## src/rtl/addsub_sched_if.sv

```systemverilog
// Request, response and datapath bundle for the shared adder-subtractor sequencer.
interface addsub_sched_if #(
  parameter int WIDTH = 3,
  parameter int NREQ  = 2
);
  localparam int IDW = $clog2(NREQ);

  logic [NREQ-1:0]       req_valid;
  logic [NREQ-1:0]       req_ready;
  logic [NREQ-1:0]       req_op;
  logic [NREQ*WIDTH-1:0] req_a;
  logic [NREQ*WIDTH-1:0] req_b;

  logic                  dp_o;
  logic [WIDTH-1:0]      dp_a;
  logic [WIDTH-1:0]      dp_b;
  logic [WIDTH-1:0]      dp_s;
  logic                  dp_cout;

  logic                  rsp_valid;
  logic                  rsp_ready;
  logic [IDW-1:0]        rsp_id;
  logic [WIDTH-1:0]      rsp_result;
  logic                  rsp_cout;
  logic                  rsp_ovf;
  logic                  busy;

  modport slave (
    input  req_valid, req_op, req_a, req_b, dp_s, dp_cout, rsp_ready,
    output req_ready, dp_o, dp_a, dp_b, rsp_valid, rsp_id, rsp_result,
           rsp_cout, rsp_ovf, busy
  );

  modport master (
    output req_valid, req_op, req_a, req_b, dp_s, dp_cout, rsp_ready,
    input  req_ready, dp_o, dp_a, dp_b, rsp_valid, rsp_id, rsp_result,
           rsp_cout, rsp_ovf, busy
  );
endinterface

```

## src/rtl/addsub_sched.sv

```systemverilog
// Round-robin sequencer sharing one external adder-subtractor among NREQ requesters.
module addsub_sched #(
  parameter int WIDTH = 3,
  parameter int NREQ  = 2
) (
  input logic          clk,
  input logic          rst,
  addsub_sched_if.slave bus
);
  localparam int IDW = $clog2(NREQ);

  typedef enum logic [1:0] {IDLE, EXEC, RESP} state_t;

  state_t           state_q;
  logic [IDW-1:0]   ptr_q;
  logic [IDW-1:0]   id_q;
  logic             op_q;
  logic [WIDTH-1:0] a_q;
  logic [WIDTH-1:0] b_q;
  logic [WIDTH-1:0] res_q;
  logic             cout_q;
  logic             ovf_q;

  logic             gnt_vld;
  logic [IDW-1:0]   gnt_idx;
  logic [IDW-1:0]   cand;
  logic             ovf_d;

  // Search upward from ptr+1 with wrap; first valid requester wins.
  always_comb begin
    gnt_vld = 1'b0;
    gnt_idx = '0;
    cand    = '0;
    for (int unsigned k = 1; k <= NREQ; k++) begin
      cand = IDW'((32'(ptr_q) + k) % NREQ);
      if (!gnt_vld && bus.req_valid[cand]) begin
        gnt_vld = 1'b1;
        gnt_idx = cand;
      end
    end
  end

  always_comb begin
    bus.req_ready = '0;
    if (state_q == IDLE && !rst && gnt_vld) begin
      bus.req_ready[gnt_idx] = 1'b1;
    end
  end

  // Sign agreement of the operands must match add (same) or sub (different).
  assign ovf_d = ((a_q[WIDTH-1] ^ b_q[WIDTH-1]) == op_q) &&
                 (bus.dp_s[WIDTH-1] != a_q[WIDTH-1]);

  always_ff @(posedge clk) begin
    if (rst) begin
      state_q <= IDLE;
      ptr_q   <= IDW'(NREQ - 1);
      id_q    <= '0;
      op_q    <= 1'b0;
      a_q     <= '0;
      b_q     <= '0;
      res_q   <= '0;
      cout_q  <= 1'b0;
      ovf_q   <= 1'b0;
    end else begin
      case (state_q)
        IDLE: begin
          if (gnt_vld) begin
            op_q    <= bus.req_op[gnt_idx];
            a_q     <= bus.req_a[gnt_idx*WIDTH +: WIDTH];
            b_q     <= bus.req_b[gnt_idx*WIDTH +: WIDTH];
            id_q    <= gnt_idx;
            ptr_q   <= gnt_idx;
            state_q <= EXEC;
          end
        end
        EXEC: begin
          res_q   <= bus.dp_s;
          cout_q  <= bus.dp_cout;
          ovf_q   <= ovf_d;
          state_q <= RESP;
        end
        RESP: begin
          if (bus.rsp_ready) begin
            state_q <= IDLE;
          end
        end
        default: state_q <= IDLE;
      endcase
    end
  end

  assign bus.dp_o       = op_q;
  assign bus.dp_a       = a_q;
  assign bus.dp_b       = b_q;
  assign bus.rsp_valid  = (state_q == RESP);
  assign bus.rsp_id     = id_q;
  assign bus.rsp_result = res_q;
  assign bus.rsp_cout   = cout_q;
  assign bus.rsp_ovf    = ovf_q;
  assign bus.busy       = (state_q != IDLE);
endmodule

```

## src/flat_wrapper.sv

```systemverilog
// flat-port wrapper written by rule: the top's interface ports become plain ports
module addsub_sched_flat 
#(
  parameter int WIDTH = 3,
  parameter int NREQ  = 2
)
  (clk, rst, bus_req_valid, bus_req_op, bus_req_a, bus_req_b, bus_dp_s, bus_dp_cout, bus_rsp_ready, bus_req_ready, bus_dp_o, bus_dp_a, bus_dp_b, bus_rsp_valid, bus_rsp_id, bus_rsp_result, bus_rsp_cout, bus_rsp_ovf, bus_busy);
  addsub_sched_if #(.WIDTH(WIDTH), .NREQ(NREQ)) bus_i ();
  input logic clk;
  input logic rst;
  input wire logic [$bits(bus_i.req_valid)-1:0] bus_req_valid;
  input wire logic [$bits(bus_i.req_op)-1:0] bus_req_op;
  input wire logic [$bits(bus_i.req_a)-1:0] bus_req_a;
  input wire logic [$bits(bus_i.req_b)-1:0] bus_req_b;
  input wire logic [$bits(bus_i.dp_s)-1:0] bus_dp_s;
  input wire logic [$bits(bus_i.dp_cout)-1:0] bus_dp_cout;
  input wire logic [$bits(bus_i.rsp_ready)-1:0] bus_rsp_ready;
  output wire logic [$bits(bus_i.req_ready)-1:0] bus_req_ready;
  output wire logic [$bits(bus_i.dp_o)-1:0] bus_dp_o;
  output wire logic [$bits(bus_i.dp_a)-1:0] bus_dp_a;
  output wire logic [$bits(bus_i.dp_b)-1:0] bus_dp_b;
  output wire logic [$bits(bus_i.rsp_valid)-1:0] bus_rsp_valid;
  output wire logic [$bits(bus_i.rsp_id)-1:0] bus_rsp_id;
  output wire logic [$bits(bus_i.rsp_result)-1:0] bus_rsp_result;
  output wire logic [$bits(bus_i.rsp_cout)-1:0] bus_rsp_cout;
  output wire logic [$bits(bus_i.rsp_ovf)-1:0] bus_rsp_ovf;
  output wire logic [$bits(bus_i.busy)-1:0] bus_busy;
  assign bus_i.req_valid = bus_req_valid;
  assign bus_i.req_op = bus_req_op;
  assign bus_i.req_a = bus_req_a;
  assign bus_i.req_b = bus_req_b;
  assign bus_i.dp_s = bus_dp_s;
  assign bus_i.dp_cout = bus_dp_cout;
  assign bus_i.rsp_ready = bus_rsp_ready;
  assign bus_req_ready = bus_i.req_ready;
  assign bus_dp_o = bus_i.dp_o;
  assign bus_dp_a = bus_i.dp_a;
  assign bus_dp_b = bus_i.dp_b;
  assign bus_rsp_valid = bus_i.rsp_valid;
  assign bus_rsp_id = bus_i.rsp_id;
  assign bus_rsp_result = bus_i.rsp_result;
  assign bus_rsp_cout = bus_i.rsp_cout;
  assign bus_rsp_ovf = bus_i.rsp_ovf;
  assign bus_busy = bus_i.busy;
  addsub_sched #(.WIDTH(WIDTH), .NREQ(NREQ)) u_core (.clk(clk), .rst(rst), .bus(bus_i));
endmodule
```

## config.mk

```make
export PLATFORM = sky130hd
export DESIGN_NAME = addsub_sched_flat
export DESIGN_NICKNAME = d
export VERILOG_FILES = /design/src/rtl/addsub_sched_if.sv /design/src/rtl/addsub_sched.sv /design/src/flat_wrapper.sv
export SDC_FILE = /design/constraint.sdc
export NUM_CORES = 1
export LEC_CHECK = 0
export CORE_MARGIN = 4
export CORE_UTILIZATION = 35
export CTS_BUF_LIST = sky130_fd_sc_hd__clkbuf_4 sky130_fd_sc_hd__clkbuf_8
export DETAILED_ROUTE_END_ITERATION = 12
export MAX_ROUTING_LAYER = met4
export PLACE_DENSITY = 0.77
export SYNTH_ARGS = -nofsm -noshare
export SYNTH_HDL_FRONTEND = slang
export SYNTH_SLANG_ARGS = --single-unit
export TNS_END_PERCENT = 5
```

## constraint.sdc

```tcl
create_clock -name clk -period 1.3 [get_ports clk]
set_input_delay 0.39 -clock clk [delete_from_list [all_inputs] [get_ports clk]]
set_output_delay 0.39 -clock clk [all_outputs]
set_load 0.1 [all_outputs]
```

### Word-level counts from Yosys, hierarchy flattened

Index checks and enable logic that the tools add are counted.

* register bits after elaboration: 16
* output and inout port bits: 17

* $add $sub $neg: 2
* multiply operators: 1
* magnitude comparators: 4
* equality and inequality tests: 6
* shift operators: 2
* multiplexer cells: 16
* bitwise operators: 1
* reduce and logical (&&, ||, !) cells: 11

Operators by type and width (number)
* variable part select 6 x 4 -> 3 bit: 2
* 2-to-1 mux 1 bit: 11
* less-than comparator 1 x 2 -> 1 bit (second input constant): 3
* 2-to-1 mux 2 bit: 3
* case mux 2 bit (3 select lines): 1
* logical AND 1 bit: 5
* AND reduction 2 bit: 2
* multiplier 1 x 2 -> 3 bit (second input constant): 1
* adder 1 bit (second input constant): 2
* == test 2 x 1 -> 1 bit (second input constant): 1
* == test 2 bit (second input constant): 1
* zero test 1 bit: 2
* zero test 2 bit: 1
* != test 2 x 1 -> 1 bit (second input constant): 1
* != test 2 bit (second input constant): 1
* nonzero test 2 bit: 1
* demux 1 bit (select 1 bit): 1
* == test 1 bit: 1
* greater-or-equal comparator 1 bit (second input constant): 1
* != test 1 bit: 1
* bitwise XOR 1 bit: 1

### Longest topological paths before layout

Gate-level depths: netlist of run 1.

* word-level depth: 12
* gate-level depth with buffers: 4
* gate-level depth less buffers: 4

### Least setup slack after synthesis of run 1

OpenSTA, ideal clock, no wires.

* path type: reg-to-output
* from: register u_core.state_q[0]
* to: output bus_req_ready[0]
* arrival time: 2.755 ns
* required time: 0.910 ns
* path slack: -1.845 ns
* cell stages (with the launch flop): 5
* cells stage by stage: dfxtp_1 > nor2_1 > buf_2 > nand2_1 > nor3_1

* longest elaborated chain between the ends: 4

RTL lines
* start: declaration: RTL line addsub_sched.sv:14 `state_t state_q;`
* start signal: assignment: RTL line addsub_sched.sv:56 `state_q <= IDLE;`
* start signal: assignment: RTL line addsub_sched.sv:74 `state_q <= EXEC;`
* start signal: assignment: RTL line addsub_sched.sv:81 `state_q <= RESP;`
* zero test 2 bit: RTL line addsub_sched.sv:45 `if (state_q == IDLE && !rst && gnt_vld) begin`
* logical AND 1 bit (2 in a row): RTL line addsub_sched.sv:45
* 2-to-1 mux 2 bit: RTL line addsub_sched.sv:45
* end: declaration: RTL line flat_wrapper.sv:18 `output wire logic [$bits(bus_i.req_ready)-1:0] bus_req_ready;`

Every way passes these cells.

### Final worst setup path of run 1

* from: input bus_req_valid[1]
* to: output bus_req_ready[0]

* longest elaborated chain between the ends: 11

RTL lines
* start: declaration: RTL line flat_wrapper.sv:11 `input wire logic [$bits(bus_i.req_valid)-1:0] bus_req_valid;`
* 2-to-1 mux 1 bit (not written as such) (2 in a row): RTL line addsub_sched.sv:36 `if (!gnt_vld && bus.req_valid[cand]) begin`
* 2-to-1 mux 1 bit: RTL line addsub_sched.sv:36
* zero test 1 bit: RTL line addsub_sched.sv:36
* logical AND 1 bit: RTL line addsub_sched.sv:36
* 2-to-1 mux 1 bit: RTL line addsub_sched.sv:36
* less-than comparator 1 x 2 -> 1 bit (not written as such) / greater-or-equal comparator 1 bit (equally long branches): RTL line addsub_sched.sv:46 `bus.req_ready[gnt_idx] = 1'b1;`
* logical AND 1 bit (not written as such): RTL line addsub_sched.sv:46
* 2-to-1 mux 1 bit (not written as such): RTL line addsub_sched.sv:46
* demux 1 bit (select 1 bit)
* 2-to-1 mux 2 bit *: RTL line addsub_sched.sv:45

Every way passes the cells marked *; elsewhere a longest branch is shown, timed or not. The select of a mux whose other input is x is not followed.

==> results.sh, run 1 <==
export IMPL_layout_nets=156
export IMPL_dp_cells=152
export IMPL_finalMaxSlewViolations=0
export IMPL_die_h_um=53.38
export IMPL_holdPathEnd="u_core.bus.rsp_id"
export IMPL_grt_pass1_wl_um=3670
export IMPL_coreArea_mm2=0.001962
export IMPL_synthTopCellsByArea="dfxtp_1 44%, mux2i_1 17%, a211oi_1 7.3%"
export IMPL_min_delay_start="bus_req_valid[0]"
export IMPL_status="complete, but fails checks"
export IMPL_syn_area_um2=720.7
export IMPL_drtIter0Drc=10
export IMPL_cp_required_ns=0.91
export IMPL_wl_um=2461
export IMPL_die_area_mm2=0.002849
export IMPL_clk_latency_ns=0.28
export IMPL_violations="negative setup slack"
export IMPL_async_flop_share=0
export IMPL_tritoncts="built"
export IMPL_synth_common_cells="16 x dfxtp_1, 12 x mux2i_1, 10 x a21oi_1, 9 x nor2_1, 7 x a211oi_1"
export IMPL_power_mw=1.833
export IMPL_grt_pass1_vias=794
export IMPL_fmax_mhz=595.8
export IMPL_period_share=1.291
export IMPL_drive_gt1_frac=0.4122
export IMPL_clock_path_buffers=2
export IMPL_setup_viol=4
export IMPL_hpwl_um=1828
export IMPL_cts_htree_levels=1
export IMPL_hold_viol_final=0
export IMPL_grt_ovfl_total=0
export IMPL_fin_cells=158
export IMPL_path_clk_slew_ns=0.09
export IMPL_yosys_warnings=0
export IMPL_worst_r2r_setup_slack_ns=0.03
export IMPL_period_needed_ns=1.678
export IMPL_synth_edff_count=0
export IMPL_hp_class="input pin to flip-flop"
export IMPL_final_area_mm2=0.001509
export IMPL_diodes=0
export IMPL_drtAntennaViolNets=0
export IMPL_multi_input_area_um2=415.4
export IMPL_postPlaceCellArea_mm2=0.001418
export IMPL_cts_hold_buf=0
export IMPL_critPathMaxFanout=3
export IMPL_synth_top_area_share=0.4444
export IMPL_synthCells=78
export IMPL_worst_pin_slew_ns=0.3767
export IMPL_yosysSeqAreaShare=0.4444
export IMPL_critical_path_class="input pin to output port"
export IMPL_timing_slew_headroom=0.7489
export IMPL_row_count=16
export IMPL_die_w_um=53.38
export IMPL_vdd_drop_max_uv=719.3
export IMPL_track_usage=0.1805
export IMPL_yosys_area_top_type="dfxtp_1"
export IMPL_grt_max_degree=9
export IMPL_tritoncts_num_buffers=3
export IMPL_pin_count=40
export IMPL_dp_slack_ns=-0.6872
export IMPL_detail_route_first_pass_iterations=4
export IMPL_postSynthAreaPerCell_um2=9.240
export IMPL_rsz0062_at_grt="yes"
export IMPL_startpoint_type="input pin"
export IMPL_nFillCells=135
export IMPL_cts_root_buf="clkbuf_4"
export IMPL_ys_ff_latch=16
export IMPL_startpoint="bus_req_valid[1]"
export IMPL_rr_startpoint="u_core.ptr_q"
export IMPL_route_vias_total=770
export IMPL_synthFlopType="dfxtp_1"
export IMPL_worstPathArrival_ns=1.29
export IMPL_crit_path_end_kind="output port"
export IMPL_start_util=0.3673
export IMPL_clock_skew_ns=0.001100
export IMPL_cellPowerDensity_mw_per_mm2=1215
export IMPL_setup_ws_ns=-0.3784
export IMPL_avgRoutedWirePerCell_um=15.58
export IMPL_leakagePower_nw=0.6365
export IMPL_gp_congestion=0.6823
export IMPL_area_growth_pct=109.4
export IMPL_port_buffers=39
export IMPL_route_detailed_drc=0
export IMPL_viasPerCell=4.873
export IMPL_yosysMostFrequentCell="dfxtp_1"
export IMPL_register_area_um2=326.6
export IMPL_antenna_found_initial=0
export IMPL_maxCapViolCount=0
export IMPL_min_path_cells=4
export IMPL_reg2regPathDepth=6
export IMPL_cts_sink_count=16
export IMPL_syn_nets=101
export IMPL_synth_cell_types=19
export IMPL_r2r_end="u_core.bus.dp_b[2]"
==> cell type report <==
type | count | share of cell area
Clock buffer | 3 | 0.01493
Inverter | 2 | 0.008292
Sequential cell | 16 | 0.2164
Timing Repair Buffer | 56 | 0.4627
Tap cell | 27 | 0.02239
Multi-Input combinational cell | 54 | 0.2753
==> sequential cells by signal, summed over array words and instances (netlist names) <==
name,count
u_core.bus.dp_a,3
u_core.bus.dp_b,3
u_core.bus.rsp_result,3
u_core.state_q,2
u_core.bus.dp_o,1
u_core.bus.rsp_cout,1
u_core.bus.rsp_id,1
u_core.bus.rsp_ovf,1
u_core.ptr_q,1
==> how the worst max path moves through the flow <==
stage	end	slack, ns
floorplan	bus_req_ready[0]	-0.52
global placement	bus_req_ready[0]	-0.62
detailed placement	bus_req_ready[0]	-0.69
CTS	bus_req_ready[0]	-0.35
global route	bus_req_ready[0]	-0.43
finish	bus_req_ready[0]	-0.38
==> critical path, stage by stage <==
cell and delay (ns):
clkdlybuf4s15_2 0.20, a21boi_4 0.15, buf_6 0.13, nor3_4 0.21, buf_12 0.20
==> metal layers <==
metal  vias to the layer above  global-route usage  wire length (um)
met5                         -                   -                 0
li1                        381                   -                 -
met4                         0             0.05957                25
met3                         2             0.01690                93
met2                        27              0.3224              1295
met1                       360              0.2092              1046
==> repair_timing <==
item / CTS / global route
pin swaps: 7 / 3
setup buffers: 3 / 0
hold endpoints to repair: 0 / 0
resized for setup: 20 / 5
endpoints found under the setup margin: 15 / 11
==> cell usage in the layout, fill, tap and decap left out, drive strengths merged <==
master         instances
clkdlybuf4s15          1
o21ai                  1
mux2i                 12
dfxtp                 16
xor2                   1
a221o                  1
nor2b                  2
clkdlybuf4s50         19
or2                    1
clkbuf                 4
buf                   34
inv                    2
a21boi                 1
a21oi                 10
a211oi                 7
nand2b                 4
o21a                   1
nand2                  3
nor3                   1
dlygate4sd2            1
nor2                   9
==> cell families (layout without fill, tap and decap cells) <==
| logic type | after synthesis | in the layout | share of synthesized area |
|---|---|---|---|
| AOI/OAI and AO/OA | 21 | 21 | 0.1892 |
| xor gates and xnor gates | 1 | 1 | 0.01215 |
| muxes | 12 | 12 | 0.1667 |
| DFF | 16 | 16 | 0.4444 |
| buffers and inverters | 8 | 61 | 0.05729 |
| and+or+nand+nor | 20 | 20 | 0.1302 |
==> stage by stage <==
step	setup TNS, ns	hold slack, ns	utilization
floorplan	-4.331	0.5026	-
global placement	-5.483	0.5156	0.7226
detailed placement	-5.888	0.5191	0.7226
CTS	-1.225	0.5341	0.7640
global route	-1.493	0.5448	0.7691
finish	-1.201	0.5221	0.7691
==> power by group <==
part | switching (mW) | internal (mW) | leakage (nW)
combinational | 0.569 | 0.399 | 0.490
clock | 0.153 | 0.107 | 0.0138
sequential | 0.0594 | 0.545 | 0.133
(Power assumes the default switching activity.)
==> run 2, diff against run 1 <==
--- a/config.mk
+++ b/config.mk
@@ -11,6 +11,7 @@
 export DETAILED_ROUTE_END_ITERATION = 12
 export MAX_ROUTING_LAYER = met4
 export PLACE_DENSITY = 0.77
+export SLEW_MARGIN = 40
 export SYNTH_ARGS = -nofsm -noshare
 export SYNTH_HDL_FRONTEND = slang
 export SYNTH_SLANG_ARGS = --single-unit
==> results of run 2 <==
The final DEF is identical to that of run 1; final timing and power are the same.
